### config.mk
export PLATFORM = sky130hd
export DESIGN_NAME = sat_counter
export DESIGN_NICKNAME = d
export VERILOG_FILES = /design/src/rtl/sat_counter.sv
export SDC_FILE = /design/constraint.sdc
export NUM_CORES = 1
export LEC_CHECK = 0
export BUFFER_PORTS_ARGS = -buffer_cell sky130_fd_sc_hd__buf_4
export CAP_MARGIN = 20
export CORE_AREA = 4 4 47 49
export DETAILED_ROUTE_END_ITERATION = 16
export DIE_AREA = 0 0 51 53
export PLACE_DENSITY_LB_ADDON = 0.1
export SYNTH_ARGS = -nofsm -noshare
export SYNTH_HDL_FRONTEND = slang
export SYNTH_SLANG_ARGS = --single-unit
### constraint.sdc
create_clock -name clk -period 5.1 [get_ports clk]
set_clock_uncertainty 0.1 [all_clocks]
set_input_delay 0.255 -clock clk [delete_from_list [all_inputs] [get_ports clk]]
set_output_delay 0.255 -clock clk [all_outputs]
set_load 0.05 [all_outputs]
### src/rtl/sat_counter.sv
// rtl/sat_counter.sv - up counter with synchronous clear that sticks at all-ones
module sat_counter #(
   parameter int W = 16
) (
   input  logic         clk,
   input  logic         rst_n,
   input  logic         i_clr,
   input  logic         i_inc,
   output logic [W-1:0] o_count
);

   logic [W-1:0] r_count;

   always_ff @(posedge clk or negedge rst_n) begin
      if (!rst_n) begin
         r_count <= '0;
      end else if (i_clr) begin
         r_count <= '0;
      end else if (i_inc && (r_count != {W{1'b1}})) begin
         r_count <= r_count + W'(1);
      end
   end

   assign o_count = r_count;

endmodule

Word level (Yosys, flattened, before mapping) --
Index checks and enable logic that the tools add are counted.
Operators by class: $add $sub $neg 1, multiply operators 0, div/mod/pow operators 0, magnitude comparators 0, equality and inequality tests 1, shift operators 0, multiplexer cells 2, bitwise gates (word level) 0, reduce and logical (&&, ||, !) cells 2
Operators by type and width (number):
- two-way mux 16 bit | 2
- adder 16 x 1 -> 16 bit, second input constant | 1
- inequality test 16 bit, second input constant | 1
- nonzero test 2 bit | 1
- logical AND 1 bit | 1
Storage, ports and cells: flip-flop bits (word level) 16, bits in latches 0, bits in writable memories 0, memory bits (read-only) 0, input bits 4, output and inout bits 16, word-level logic and storage cells 7, memories kept 0

Depth between registers and ports, before layout --
word-level depth 4, depth in mapped cells 6, depth with buffers taken out 5

Worst setup path before layout --
OpenSTA, ideal clock, no wires.
kind register to register, from reg r_count[0], in the netlist o_count[0], to reg r_count[15], in the netlist o_count[15], setup time 0.128 ns, arrival 1.988 ns, setup slack 2.884 ns, stages on the path, launching flop included 6, path buffers 0, period minus slack after synthesis 2.216 ns, cell sequence dfrtp_1 > ha_1 > nand4_2 > nor4_4 > nor4_1 > mux2_1
On the way: longest elaborated chain between the ends 3, elaborated cells between the ends (all ways) 6, classes of those cells add/sub: 1; eq/ne: 1; mux: 2; reduce/logical: 2
Ends and longest elaborated chain:
- start, declared | line 12 | logic [W-1:0] r_count;
- start signal, assigned | line 20 | r_count <= r_count + W'(1);
- adder 16 x 1 -> 16 bit / inequality test 16 bit (equally long branches) | line 20, 19
- two-way mux 16 bit / logical AND 1 bit (equally long branches) | line 19 | end else if (i_inc && (r_count != {W{1'b1}})) begin
- two-way mux 16 bit / nonzero test 2 bit (equally long branches)
Several ways; a longest one is shown, not always the timed one. The select of a mux whose other input is x is not followed. A chain may end at the register's enable or synchronous reset.

Final worst setup path --
Ends and elaborated chain as after synthesis.

==> summary.txt <==
Run status
  – Status: completed

Detailed routing
  – ANT nets after route: 0
  – Detailed-route via count: 856
  – DR iter-0 viols: 28
  – DRC: 0
  – Drt total wl: 2180 um
  – Routed len/inst: 15.1 um
  – Drt pass-1 iters: 4
  – Post-DR vias/cell: 5.94

Synthesis
  – Post-Syn Instances: 98
  – Seq/Total Area, Yosys: 42.5%
  – Post-synth top cells: dfrtp_1, a21oi_1, o31ai_1
  – Synth top area share: 42.5%
  – Synthesis Warnings: 0
  – Post-synth ARST share: 100%
  – Largest cells by area after synthesis: dfrtp_1, a21oi_1, o31ai_1
  – Ys flop type: dfrtp_1
  – Synth Register Bits: 16
  – Synthesized netlist net count: 103
  – Synth unique cells: 28
  – Post-Syn Area: 942 um^2
  – Post-synth top area cell: dfrtp_1
  – Post-synth EDFFs: 0
  – Post-Syn Area per Cell: 9.61 um^2
  – Top-count cell post-synth: dfrtp_1

STA
  – Period utilization: 46.0%
  – RSZ-0062 raised after global routing: no
  – Fmax: 426 MHz
  – Final Max Tran Viols: 0
  – Rel. slew slack: 43.3%
  – Slew @ Worst Pin: 844 ps
  – Hold Slack: 160 ps
  – Post-Route Setup TNS: 0 ps
  – Hold Vio Cnt, Final: 0
  – Final setup violation count: 0
  – Fin crit period: 2350 ps

Power
  – Pwr Density: 208 nW/um^2
  – Share of power burned in registers: 54.6%
  – Clock power share: 37.0%
  – Peak VDD IR: 0.000155 V
  – Switching power total: 60.1 uW
  – Internal: 177 uW
  – Net Sw Frac: 25.4%
  – Logic pwr share: 8.3%
  – Leak pwr: 0.000498 uW

Clock network
  – Worst-Skew Late Latency: 290 ps
  – Post-CTS Setup Bufs: 0
  – TritonCTS clock tree: done
  – Clock sink count: 16
  – Clk slew on worst S/H paths: 100 ps
  – Num CTS Buffers: 3
  – CTS Buffer Depth: 2
  – Clk root buf: clkbuf_4
  – H-tree Lvls: 1
  – CTS Hold Buffers Added: 1
  – CTS-repair resized insts: 0

Setup path
  – RR Startpoint: o_count[0]
  – CP endpoint kind: flop
  – Critical path's largest stage delay: 790 ps
  – Crit path required time: 5180 ps
  – Critical path type: reg -> reg
  – Cells along the critical path: ha_1 -> nand4_2 -> nor4_4 -> nor4_1 -> mux2_1
  – Crit start category: flop
  – Origin of the worst setup path: o_count[0]
  – CP max FO: 19
  – Highest-delay cell along the critical path: nor4_4
  – Worst EP arrival: 2430 ps

Floorplan
  – Die Wd: 51 um
  – Core Region: 1860 um^2
  – DIE AREA: 2700 um^2
  – Die height: 53 um
  – Rows: 16
  – Initial Util: 50.6%
  – I/O pin count: 20

Layout
  – Number of diodes: 0
  – Max reg flops: 16
  – Layout Area Growth over Synthesis: 20.8%
  – Layout cells sized above 1: 27.4%
  – Final nets: 123

Global routing
  – Gr ovfl total: 0
  – Number of global-route vias before repair: 850
  – Pin count of the biggest net entering global routing: 23
  – Overall routing resource usage: 19.2%
  – First-pass GRT wire length: 3800 um
  – Antenna violations before repair: 0

Place
  – PortBufs: 19
  – Post-detail-place hpwl: 1450 um
  – GP Congestion: 0.773

Hold path
  – Worst hold path class: in -> reg
  – Min-delay src: i_inc

Job
  – Max_cap viols: 0
-- area by class of cell --
type                            count  area [um^2]
Fill cell                         166          723
Multi-Input combinational cell     74          504
Sequential cell                    16          400
Timing Repair Buffer               20          153
Clock buffer                        4         36.3
Tap cell                           27         33.8
Inverter                            3         11.3
-- worst max-delay path, delay by kind of cell (launching register included) --
kind                     cells  cell delay [ps]
flip-flops                   1              440
adder cells (fa/ha/maj)      1              250
AND/OR/NAND/NOR              3             1100
multiplexers                 1              350
-- final timing paths --
check / slack, ps / end / depth (start not counted)
hold / removal: 160 / o_count[1] / 3
max in group asynchronous: 4460 / o_count[0] / 2
hold reg to reg: 500 / o_count[14] / 2
setup / recovery: 2750 / o_count[15] / 5
setup reg to reg: 2750 / o_count[15] / 5
min in group asynchronous: 250 / o_count[6] / 2
-- routing by layer --
metal,GRT usage (%),up-vias,share of wire (%)
met5,0,-,0
met4,8.97,0,0.41
met3,3.94,2,3.3
met2,31.8,15,49
met1,23.7,419,47
li1,-,420,-
-- per-stage QoR --
step                utilization, %  area, um^2  std cells  total power [uW]  worst slack, ps
finish                        61.2        1140        144               237             2750
CTS                           61.2        1140        144               240             2770
floorplan                        -         942         98               143             2880
global route                  61.2        1140        144               247             2570
global placement              58.7        1090        139               151             2870
detailed placement            58.7        1090        139               151             2800
-- power by group through the flow --
stage / clock network [uW] / logic [uW] / registers [uW]
final: 87.9 / 19.7 / 130
after global routing: 95.2 / 21.8 / 130
after CTS: 90.1 / 19.9 / 130
after detailed placement: 0 / 19.3 / 132
after global placement: 0 / 19.0 / 132
after floorplan: 0 / 7.16 / 136
-- placed cells by master (no fill, tap or decap), types with 2 or more instances in the layout --
cell / n
a21oi_1: 11
and3_1: 2
and4_2: 2
buf_4: 19
clkbuf_4: 3
dfrtp_1: 16
inv_1: 3
mux2_1: 4
nand2_1: 6
nand3_1: 3
nand4_1: 6
nor2_1: 4
nor2b_1: 4
nor4_1: 4
o21ai_1: 3
o31ai_1: 7
or3_1: 2
or4_1: 5
or4_2: 2
-- cell families (layout without fill, tap and decap cells) --
kind of cell	count (synthesis)	after routing	synth area share, %
AOI/OAI and AO/OA	24	24	16.2
and+or+nand+nor	45	45	31.2
adders and majority gates	1	1	1.33
buffers and inverters	8	27	3.98
DFF	16	16	42.5
muxes	4	4	4.78
No activity file was read; power rests on OpenSTA's default activity.
